$ cat src/rtl/fetch_ctrl.sv
// rtl/fetch_ctrl.sv - instruction-fetch sequencer with stall/redirect/halt handling and fetch counter
//
// Ports:
//   clk, reset        clock and synchronous active-high reset
//   trigger           start/resume pulse, honoured only in IDLE and HALT
//   ImemReady         instruction memory has valid data for the presented PC
//   StallD            hold PC and F/D register
//   PCSrcE            execute-stage redirect (taken branch/jump)
//   HaltD             halt instruction sitting in decode
//   ImemReq           fetch request to instruction memory
//   PCEnF, RegFEn     PC and F/D register load enables
//   FlushD, FlushE    bubble into F/D and D/E registers
//   Running, Halted   state indicators
//   FetchCount        saturating count of accepted fetches

module fetch_ctrl #(
  parameter int CNT_WIDTH = 32
) (
  input  logic                 clk,
  input  logic                 reset,
  input  logic                 trigger,
  input  logic                 ImemReady,
  input  logic                 StallD,
  input  logic                 PCSrcE,
  input  logic                 HaltD,
  output logic                 ImemReq,
  output logic                 PCEnF,
  output logic                 RegFEn,
  output logic                 FlushD,
  output logic                 FlushE,
  output logic                 Running,
  output logic                 Halted,
  output logic [CNT_WIDTH-1:0] FetchCount
);

  typedef enum logic [1:0] {
    S_IDLE  = 2'd0,
    S_FETCH = 2'd1,
    S_HALT  = 2'd2
  } state_t;

  localparam logic [CNT_WIDTH-1:0] CNT_ONE = CNT_WIDTH'(1);
  localparam logic [CNT_WIDTH-1:0] CNT_MAX = '1;

  state_t                 state_q, state_d;
  logic   [CNT_WIDTH-1:0] cnt_q, cnt_d;
  logic                   accept;

  // Redirect outranks stall, stall outranks halt, halt outranks the memory response.
  always_comb begin
    state_d = state_q;
    cnt_d   = cnt_q;
    accept  = 1'b0;
    ImemReq = 1'b0;
    PCEnF   = 1'b0;
    RegFEn  = 1'b1;
    FlushD  = 1'b1;
    FlushE  = 1'b0;
    Running = 1'b0;
    Halted  = 1'b0;
    case (state_q)
      S_IDLE: begin
        if (trigger) state_d = S_FETCH;
      end
      S_HALT: begin
        Halted = 1'b1;
        if (trigger) state_d = S_FETCH;
      end
      S_FETCH: begin
        ImemReq = 1'b1;
        Running = 1'b1;
        if (PCSrcE) begin
          // Memory restarts on the PC change; no squash tracking needed.
          PCEnF  = 1'b1;
          FlushE = 1'b1;
        end else if (StallD) begin
          RegFEn = 1'b0;
          FlushD = 1'b0;
        end else if (HaltD) begin
          // PC held so a resume refetches the instruction after the halt.
          state_d = S_HALT;
        end else if (ImemReady) begin
          PCEnF  = 1'b1;
          FlushD = 1'b0;
          accept = 1'b1;
        end
        // Otherwise waiting: bubble into decode, PC held.
      end
      default: state_d = S_IDLE;
    endcase
    if (accept && (cnt_q != CNT_MAX)) cnt_d = cnt_q + CNT_ONE;
  end

  always_ff @(posedge clk) begin
    if (reset) begin
      state_q <= S_IDLE;
      cnt_q   <= '0;
    end else begin
      state_q <= state_d;
      cnt_q   <= cnt_d;
    end
  end

  assign FetchCount = cnt_q;

endmodule

$ cat config.mk
export PLATFORM = sky130hd
export DESIGN_NAME = fetch_ctrl
export DESIGN_NICKNAME = d
export VERILOG_FILES = /design/src/rtl/fetch_ctrl.sv
export SDC_FILE = /design/constraint.sdc
export NUM_CORES = 1
export LEC_CHECK = 0
export ABC_AREA = 1
export CAP_MARGIN = 20
export CORE_ASPECT_RATIO = 1.25
export CORE_UTILIZATION = 47
export CTS_CLUSTER_SIZE = 14
export DETAILED_ROUTE_END_ITERATION = 12
export GPL_ROUTABILITY_DRIVEN = 0
export GPL_TIMING_DRIVEN = 0
export PLACE_DENSITY = 0.72
export SYNTH_ARGS = -nofsm -noshare
export SYNTH_HDL_FRONTEND = slang
export SYNTH_SLANG_ARGS = --single-unit
$ cat constraint.sdc
create_clock -name clk -period 1.75 [get_ports clk]
set_input_delay 0.525 -clock clk [delete_from_list [all_inputs] [get_ports clk]]
set_output_delay 0.525 -clock clk [all_outputs]
set_load 0.1 [all_outputs]
Yosys cells after proc, flatten, opt, wreduce, memory -nomap -nowiden
Cells that the tools add are included.
- output and inout bits: 39
- word-level logic and storage cells: 38
- RAM bits: 0
- bits in read-only memories: 0
- register bits after elaboration: 34
- memories: 0
- bits in latches: 0
- input port bits: 7
- div/mod/pow operators: 0
- mux-type cells: 24
- reduce and logical (&&, ||, !) cells: 4
- bitwise logic cells: 0
- $mul: 0
- order comparisons: 0
- shifts and indexed selects: 0
- add/sub/neg operators: 1
- equality and inequality tests: 7
- operator list (cell ; count):
    adder 32 x 1 -> 32 bit (second input constant) ; 1
    != test 32 bit (second input constant) ; 1
    two-way mux 1 bit ; 19
    two-way mux 2 bit ; 4
    != test 2 bit (second input constant) ; 3
    one-hot mux 2 bit (2 select lines) ; 1
    AND reduction 4 bit ; 1
    == test 2 x 1 -> 1 bit (second input constant) ; 1
    == test 2 bit (second input constant) ; 1
    zero test 2 bit ; 1
    != test 2 x 1 -> 1 bit (second input constant) ; 1
    OR reduction 2 bit ; 1
    logical AND 1 bit ; 1

Longest topological paths before layout
Gate-level depths: netlist (run 1).
- word-level depth: 6
- gate-level depth with buffers: 11
- mapped depth without buffers: 11

Worst setup path after synthesis (run 1)
No wires, ideal clock.
- path type: in2out
- from: in StallD
- to: out PCEnF
- path slack: -976 ps
- buffers on the path: 0
- data arrival time: 2201 ps
- cell stages on the path: 3
- path through: inv_1 -> nand3_1 -> a21oi_1
- longest elaborated chain between the ends: 3
- ends and longest elaborated chain (what ; RTL line ; text):
    from (decl) ; 23 ; input logic StallD,
    two-way mux 1 bit ; 76 ; end else if (StallD) begin
    two-way mux 1 bit ; 72 ; if (PCSrcE) begin
    two-way mux 1 bit ; 61 ; case (state_q)
    to (decl) ; 27 ; output logic PCEnF,
No other way between the ends.

Worst setup path in the final report (run 1)
- from: reg cnt_q[8] (netlist: FetchCount[8])
- to: out FetchCount[8]
- RTL lines (what ; RTL line ; text):
    from (decl) ; 46 ; logic [CNT_WIDTH-1:0] cnt_q, cnt_d;
    from (signal assigned) ; 100 ; cnt_q <= cnt_d;
    to (decl) ; 33 ; output logic [CNT_WIDTH-1:0] FetchCount
No word-level cell between the ends.

==> results of run 1 <==
-- flip-flops by register name, indices dropped and copies added, names as in the netlist --
signal and count:
state_q 2, FetchCount 32
-- worst max path at each step --
| stage | start | endpoint |
|---|---|---|
| detailed placement | StallD | PCEnF |
| CTS | FetchCount[27] | FetchCount[27] |
| global placement | StallD | PCEnF |
| finish | FetchCount[8] | FetchCount[8] |
| floorplan | StallD | PCEnF |
| global route | FetchCount[1] | FetchCount[11] |
-- cell families (layout without fill, tap and decap cells) --
family	Yosys count	in the layout
AND/OR/NAND/NOR	228	228
XOR/XNOR	3	3
AO/OA/AOI/OAI	43	43
buffers and inverters	43	105
adder cells (fa/ha/maj)	1	1
flip-flops	34	34
-- power by group --
part	total, mW	switching [mW]	internal, mW
logic	0.250	0.169	0.0812
clock network	0.612	0.295	0.317
registers	0.758	0.00947	0.748
total	1.62	0.473	1.15
-- synth_stat cells --
cell	instances	area [um2]
nand3_2	2	20.0
nand2_1	92	345
dfxtp_1	34	681
nor2_1	74	278
o21ai_0	8	40.0
nand2_2	3	18.8
ha_1	1	12.5
nor2_2	6	37.5
inv_2	4	15.0
and2_1	3	18.8
inv_1	29	109
nand3b_1	3	22.5
buf_4	1	7.51
buf_2	2	10.0
nand4_1	5	31.3
nor2_4	2	22.5
nor3_1	3	15.0
a21oi_1	34	170
buf_6	4	45.0
clkbuf_1	3	11.3
xor2_1	3	26.3
o21ai_1	1	5.00
nand3_1	35	175
-- metal layers --
layer / wire length (um) / up-vias / global-route usage [%]
li1: - / 1245 / -
met1: 2650 / 1170 / 34.3
met2: 3270 / 73 / 45.9
met3: 258 / 24 / 5.40
met4: 245 / 0 / 15.8
met5: 0 / - / 0
-- layout make-up --
class,instances,area [um2],share of cell area (%)
inverter,33,126,4.14
tap,56,70.1,2.30
sequential,34,776,25.4
buffer,10,93.8,3.08
timing repair buffer,54,433,14.2
clock inverter,1,5.00,0.164
clock buffer,7,86.3,2.83
multi-input combinational,275,1460,47.8
-- placed cells by master (no fill, tap or decap), types with 4 or more instances in the layout --
cell type and instances:
a21oi_1 12, a21oi_2 20, buf_12 5, buf_2 26, buf_4 11, clkbuf_2 4
clkbuf_8 6, clkdlybuf4s18_2 8, dfxtp_2 13, dfxtp_4 21, inv_1 24, inv_2 8
nand2_1 86, nand2_2 7, nand3_1 33, nand4_1 5, nor2_1 63, nor2_2 11
nor2_4 8, o21ai_0 7
-- what timing repair did --
item,in CTS,in global routing
endpoints found under the setup margin,67,57
pin swaps,5,5
resized for setup,204,55
hold endpoints to repair,0,0
hold buffers,0,0
buffers inserted,5,4
-- stage by stage --
stage               std cells  setup WS (ns)  area (um2)  TNS, ns
floorplan                 352         -0.445        2340    -1.82
global placement          453          -1.28        2860   -27.22
detailed placement        453          -1.29        2860   -27.79
CTS                       466       0.000847        3010        0
global route              470        -0.0190        3050   -0.161
finish                    470         0.0188        3050        0
==> results_dict.tcl, run 1 <==
set metrics [dict create \
    area_growth_pct 44.0 \
    drc_errors 0 \
    initial_core_util_pct 50.4 \
    relSlewSlack_pct 64.0 \
    crit_fanout 5 \
    num_rows 26 \
    hold_viol 0 \
    dr.first_iter.drc_count 179 \
    synth_xor_xnor_area_share_pct 1.24 \
    htreeDepth 2 \
    dr.pass1.iters 4 \
    totalPowerFinal_mw 1.62 \
    maxCapViolCount 0 \
    synth_area_um2 2120 \
    synth_fa_ha_area_share_pct 0.591 \
    ant_nets 0 \
    min_to "FetchCount[20]" \
    cp_slowest_cell "clkdlybuf4s18_2" \
    critPathBufInv 1 \
    setup_viol 0 \
    ff2ff_path_depth 10 \
    antenna_found_initial 0 \
    synth_top_family_by_area "simple AND/OR/NAND/NOR gates" \
    grt_first_pass_wirelength_mm 10.4 \
    cp_top_family "buffers and inverters" \
    total_leakage_power_nw 1.22 \
    r2r_setup_slack_ns 0.07 \
    whs_path_depth 2 \
    clk_latency_ns 0.30 \
    antennaDiodeCount 0 \
    cp.depth 1 \
    num-nets-final 421 \
    dp_hpwl_mm 4.45 \
    io_buffers 45 \
    grt.total_usage_pct 28.6 \
    p_per_area_nw_per_um2 531 \
    min_period_ns 1.73 \
    vias 2512 \
    overflow 0 \
    hold_path_startpoint "FetchCount[20]" \
    regToRegEndpoint "FetchCount[18]" \
    status "finished, final reports clean" \
    whs_ns 0.504 \
    hold_path.class "reg -> reg" \
    yosysUniqueCellTypes 23 \
    core_um2 4200 \
    synthSimpleGateAreaFrac_pct 46.5 \
    slowest_delay_ns 0.54 \
    io_pins 46 \
    fin_util_pct 72.7 \
    crit_type "reg -> out" \
    rsz0062_at_grt "yes" \
    ys_ff_latch 34 \
    synthMuxAreaShare_pct 0 \
    drive_gt1_share_pct 40.6 \
    tritoncts "built" \
    cts_buffers 5 \
    viasPerCell 5.34 \
    cts.clk_slew.worst_paths_ns 0.07 \
    yosys_warnings 0 \
    fin_crit_sh_pct 98.9 \
    root_buffer "clkbuf_8" \
    irDropWorstVdd_mv 0.451 \
    max-clock-path-buffers 2 \
    end_kind "output port" \
    cts.sinks 34 \
    fmax_ghz 0.578 \
    arrival_ns 1.21 \
    cp.required_ns 1.22 \
    grt_max_degree 11 \
    die_w_um 62.0 \
    worstReg2RegStart "FetchCount[1]" \
    path_cells "clkdlybuf4s18_2" \
    report.final.slew_viol_count 0 \
    syn_inst 352 \
    synth_compound_area_share_pct 10.2 \
    critPathLaunchType "flip-flop" \
    wire_per_inst_um 13.7 \
    yosysSeqAreaShare_pct 32.2 \
    routed_wl_mm 6.42 \
    die_h_um 77.0 \
    dieArea_um2 4780 \
    syn_avg_cell_area_um2 6.01 \
    skew_ns 0.00965 \
    fillers 345 \
    syn-num-nets 360 \
    grt_pass1_vias 2375 \
    worst_pin_slew_ns 0.543 \
]
(Power assumes the default switching activity.)
==> inputs of run 2 (changes only) <==
--- a/config.mk
+++ b/config.mk
@@ -8,12 +8,12 @@
 export ABC_AREA = 1
 export CAP_MARGIN = 20
 export CORE_ASPECT_RATIO = 1.25
-export CORE_UTILIZATION = 47
+export CORE_UTILIZATION = 51
 export CTS_CLUSTER_SIZE = 14
 export DETAILED_ROUTE_END_ITERATION = 12
 export GPL_ROUTABILITY_DRIVEN = 0
 export GPL_TIMING_DRIVEN = 0
-export PLACE_DENSITY = 0.72
+export PLACE_DENSITY = 0.77
 export SYNTH_ARGS = -nofsm -noshare
 export SYNTH_HDL_FRONTEND = slang
 export SYNTH_SLANG_ARGS = --single-unit
==> run 2 against run 1 <==
Net effect:
- die area shrank 7.6%
- critical endpoint is now FetchCount[6]
- clock power shrank 8.2%
- global-route usage up 0.24 points
- combinational power is essentially flat
==> results_dict.tcl, run 2 (synthesis results as in run 1) <==
set metrics [dict create \
    num_rows 25 \
    drc_errors 0 \
    fmax_ghz 0.577 \
    viasPerCell 5.23 \
    num-nets-final 425 \
    clk_latency_ns 0.29 \
    final_common_cell "nand2_1" \
    fin_crit_sh_pct 99.0 \
    io_pins 46 \
    cts_buffers 5 \
    cp_slowest_cell "clkdlybuf4s15_2" \
    core_um2 3880 \
    skew_ns 0.00700 \
    max-clock-path-buffers 2 \
    antennaDiodeCount 0 \
    initial_core_util_pct 54.6 \
    p_per_area_nw_per_um2 521 \
    end_kind "output port" \
    slowest_delay_ns 0.56 \
    die_w_um 59.6 \
    io_buffers 45 \
    setup_tns_ns 0 \
    critPathBufInv 1 \
    status "finished, final reports clean" \
    cts.clk_slew.worst_paths_ns 0.07 \
    dieArea_um2 4410 \
    cts-hold-fix-buffers 0 \
    hold_viol 0 \
    vias 2468 \
    worst_pin_slew_ns 0.548 \
    routed_wl_mm 6.18 \
    wire_per_inst_um 13.1 \
    total_leakage_power_nw 1.21 \
    setup_viol 0 \
    grt.total_usage_pct 28.8 \
    relSlewSlack_pct 63.6 \
    path_cells "clkdlybuf4s15_2" \
    dr.pass1.iters 4 \
    grt_first_pass_wirelength_mm 9.68 \
    crit_fanout 5 \
    drive_gt1_share_pct 40.0 \
    grt_pass1_vias 2170 \
    area_growth_pct 42.4 \
    stdcell_count 472 \
    report.final.slew_viol_count 0 \
    dr.first_iter.drc_count 175 \
    critPathLaunchType "flip-flop" \
    cts.sinks 34 \
    antenna_found_initial 0 \
    overflow 0 \
    tritoncts "built" \
    grt_max_degree 11 \
    dp_cells 451 \
    min_period_ns 1.73 \
    cp.required_ns 1.22 \
    irDropWorstVdd_mv 0.475 \
    hold_path.class "reg -> reg" \
    cp_top_family "buffers and inverters" \
    largest_reg_flops 32 \
    crit_type "reg -> out" \
    final_cell_mix "nand2_1 (86), nor2_1 (64), nand3_1 (33)" \
    arrival_ns 1.21 \
    maxCapViolCount 0 \
    dp_hpwl_mm 4.35 \
    root_buffer "clkbuf_8" \
    fillers 324 \
    htreeDepth 2 \
    ant_nets 0 \
    die_h_um 74.0 \
]
[run 2: per-layer routing]
metal  GRT usage (%)  up-vias  part of all wire (%)
li1                -     1257                     -
met1            34.9     1115                    42
met2            49.1       78                    50
met3            4.52       18                   4.8
met4            14.7        0                   3.0
met5               0        -                     0
[run 2: final timing paths]
path	start	to	slack (ns)	cells after the start
worst min-delay path	FetchCount[29]	FetchCount[29]	0.50	2
worst max register to register	FetchCount[1]	FetchCount[26]	0.08	10
worst min register to register	FetchCount[29]	FetchCount[29]	0.50	2
worst max-delay path	FetchCount[6]	FetchCount[6]	0.02	1
[run 2: area by class of cell]
class / count / area, um2 / share of cell area (%)
multi-input cells: 275 / 1420 / 47.0
flip-flops and latches: 34 / 776 / 25.7
repair buffers: 58 / 458 / 15.2
inverters: 33 / 124 / 4.11
plain buffers: 10 / 90.1 / 2.99
clock buffers: 6 / 72.6 / 2.41
well taps: 54 / 67.6 / 2.24
clock inverters: 2 / 8.76 / 0.291
[run 2: worst min-delay path, cell delays in order, from the launching register on]
cell and delay [ns]:
dfxtp_2 0.35, nand2_1 0.06, a21oi_1 0.05
[run 2: what timing repair did]
item / 4_1_cts / 5_1_grt
gates resized for setup: 191 / 57
pin swaps: 6 / 6
buffers inserted: 6 / 7
endpoints found under the setup margin: 68 / 47
[run 2: per-stage QoR]
step / instance area [um2] / power (mW) / setup WS, ns / util, % / hold slack (ns)
finish: 3010 / 1.57 / 0.0180 / 77.7 / 0.501
global route: 3010 / 1.63 / -0.0146 / 77.7 / 0.522
CTS: 3030 / 1.55 / -0.00826 / 78.1 / 0.504
detailed placement: 2860 / 0.985 / -1.28 / 73.6 / 0.489
global placement: 2860 / 0.983 / -1.28 / 73.6 / 0.479
floorplan: 2340 / 0.932 / -0.445 / - / 0.515
[run 2: power by group]
group | switching [mW] | internal, mW | leakage (nW)
clock | 0.289 | 0.273 | 0.0426
sequential | 0.00733 | 0.748 | 0.298
combinational | 0.168 | 0.0845 | 0.869
==> inputs of run 3 (changes only) <==
--- a/config.mk
+++ b/config.mk
@@ -6,7 +6,6 @@
 export NUM_CORES = 1
 export LEC_CHECK = 0
 export ABC_AREA = 1
-export CAP_MARGIN = 20
 export CORE_ASPECT_RATIO = 1.25
 export CORE_UTILIZATION = 51
 export CTS_CLUSTER_SIZE = 14
==> constraint.sdc (replaced) <==
create_clock -name clk -period 1.74 [get_ports clk]
set_input_delay 0.522 -clock clk [delete_from_list [all_inputs] [get_ports clk]]
set_output_delay 0.522 -clock clk [all_outputs]
set_load 0.1 [all_outputs]
==> run 3 against run 2 <==
Net effect:
- routed wire length rose by 6.4%
- via count increased by 1.5%
- combinational power up 4%
- sequential power barely moved
- die area did not move
- register-to-register slack lost 0.03 ns
- the run now ends with setup timing left
- non-clock buffer count is 4 lower
- cell count fell by 0.85%
- clock skew is 0.0032 ns lower
==> results_dict.tcl, run 3 (synthesis results as in run 1) <==
set metrics [dict create \
    status "finished with violations" \
    violations "setup timing" \
    final_cell_mix "nand2_1 (86), nor2_1 (65), nand3_1 (32)" \
    num_rows 25 \
    cp.required_ns 1.22 \
    cp_slowest_cell "dfxtp_4" \
    cts_buffers 5 \
    end_kind "output port" \
    hold_viol 0 \
    wire_per_inst_um 14.0 \
    worst_pin_slew_ns 0.534 \
    skew_ns 0.00377 \
    drive_gt1_share_pct 39.4 \
    setup_tns_ns -0.0154 \
    fillers 313 \
    power_frac_clock_pct 35.9 \
    fmax_ghz 0.571 \
    setup_viol 2 \
    hold_path.class "reg -> reg" \
    report.final.slew_viol_count 0 \
    overflow 0 \
    dp_cells 451 \
    initial_core_util_pct 54.6 \
    dieArea_um2 4410 \
    slowest_delay_ns 0.37 \
    p_int_mw 1.11 \
    crit_fanout 4 \
    vias 2504 \
    crit_type "reg -> out" \
    irDropWorstVdd_mv 0.432 \
    p_comb_share_pct 16.5 \
    cts.sinks 34 \
    fin_area_um2 3040 \
    setup_ws_ns -0.0101 \
    antennaDiodeCount 0 \
    dpl-instance-area_um2 2870 \
    max-clock-path-buffers 2 \
    tritoncts "built" \
    drc_errors 0 \
    core_um2 3880 \
    clk_latency_ns 0.29 \
    min_period_ns 1.75 \
    root_buffer "clkbuf_8" \
    cp_top_family "flip-flops" \
    fin_crit_sh_pct 101 \
    die_w_um 59.6 \
    relSlewSlack_pct 64.4 \
    path_cells "inv_4 -> nand2_4 -> nor2_4 -> nand2_2 -> buf_12" \
    antenna_found_initial 0 \
    htreeDepth 2 \
    rsz0062_at_grt "yes" \
    sequentialPowerShare_pct 47.6 \
    critPathLaunchType "flip-flop" \
    io_buffers 45 \
    die_h_um 74.0 \
    p_per_area_nw_per_um2 524 \
    dr.first_iter.drc_count 154 \
    largest_reg_flops 32 \
    final_common_cell "nand2_1" \
    p_sw_share_pct 30.2 \
    io_pins 46 \
    cts-hold-fix-buffers 0 \
    place_ws_ns -1.34 \
    grt_first_pass_wirelength_mm 9.88 \
    grt_max_degree 11 \
    grt_pass1_vias 2198 \
    p_sw_mw 0.481 \
    num-nets-final 421 \
    area_growth_pct 43.7 \
    maxCapViolCount 0 \
    total_leakage_power_nw 1.21 \
    dr.pass1.iters 4 \
    grt.total_usage_pct 29.7 \
    arrival_ns 1.23 \
    ant_nets 0 \
    viasPerCell 5.35 \
    cts.clk_slew.worst_paths_ns 0.07 \
    stdcell_count 468 \
    dp_hpwl_mm 4.42 \
    routed_wl_mm 6.57 \
    critPathBufInv 2 \
]
==> run 3: metal layers <==
metal	GRT usage, %	routed length, um	share of wire (%)	up-vias
met5	0	0	0	-
met4	15.0	202	3.1	0
met3	5.39	342	5.2	20
met2	49.3	3300	50	94
met1	36.5	2720	41	1143
li1	-	-	-	1247
==> run 3: worst register-to-register path, delay by kind of cell, from the launching register on <==
kind	cells	cell delay [ns]
buffers and inverters	2	0.30
AO/OA/AOI/OAI	1	0.08
adder cells (fa/ha/maj)	1	0.15
flip-flops	1	0.37
AND/OR/NAND/NOR	7	0.72
==> run 3: area by class of cell <==
| cell class | count | area [um2] | share of cell area (%) |
|---|---|---|---|
| Buffer | 10 | 96.3 | 3.17 |
| Clock buffer | 6 | 72.6 | 2.38 |
| Clock inverter | 2 | 8.76 | 0.288 |
| Inverter | 33 | 126 | 4.15 |
| Multi-Input combinational cell | 275 | 1440 | 47.4 |
| Sequential cell | 34 | 783 | 25.7 |
| Tap cell | 54 | 67.6 | 2.22 |
| Timing Repair Buffer | 54 | 445 | 14.6 |
==> run 3: repair_timing <==
action,CTS,global route
hold endpoints to repair,0,0
buffers inserted,2,7
gates resized for setup,195,62
setup endpoints to repair,70,60
pin swaps,4,7
==> run 3: path summary, 6_finish.rpt <==
kind,start,to,slack [ns],cells after the start
setup / recovery,state_q[1],RegFEn,-0.01,5
hold / removal,FetchCount[20],FetchCount[20],0.50,2
setup reg to reg,FetchCount[1],FetchCount[5],0.05,11
hold reg to reg,FetchCount[20],FetchCount[20],0.50,2
==> run 3: power by group through the flow <==
stage | logic [mW] | registers, mW | clock network [mW]
final | 0.263 | 0.759 | 0.572
after floorplan | 0.159 | 0.778 | 0
after detailed placement | 0.217 | 0.774 | 0
after CTS | 0.245 | 0.757 | 0.565
after global routing | 0.275 | 0.759 | 0.601
after global placement | 0.215 | 0.774 | 0
==> run 3: stage by stage <==
stage	power [mW]	hold slack, ns	utilization, %
2_1_floorplan	0.937	0.515	-
3_3_place_gp	0.988	0.479	74.1
3_5_place_dp	0.991	0.483	74.1
4_1_cts	1.57	0.504	77.8
5_1_grt	1.64	0.530	78.5
6_report	1.59	0.505	78.5
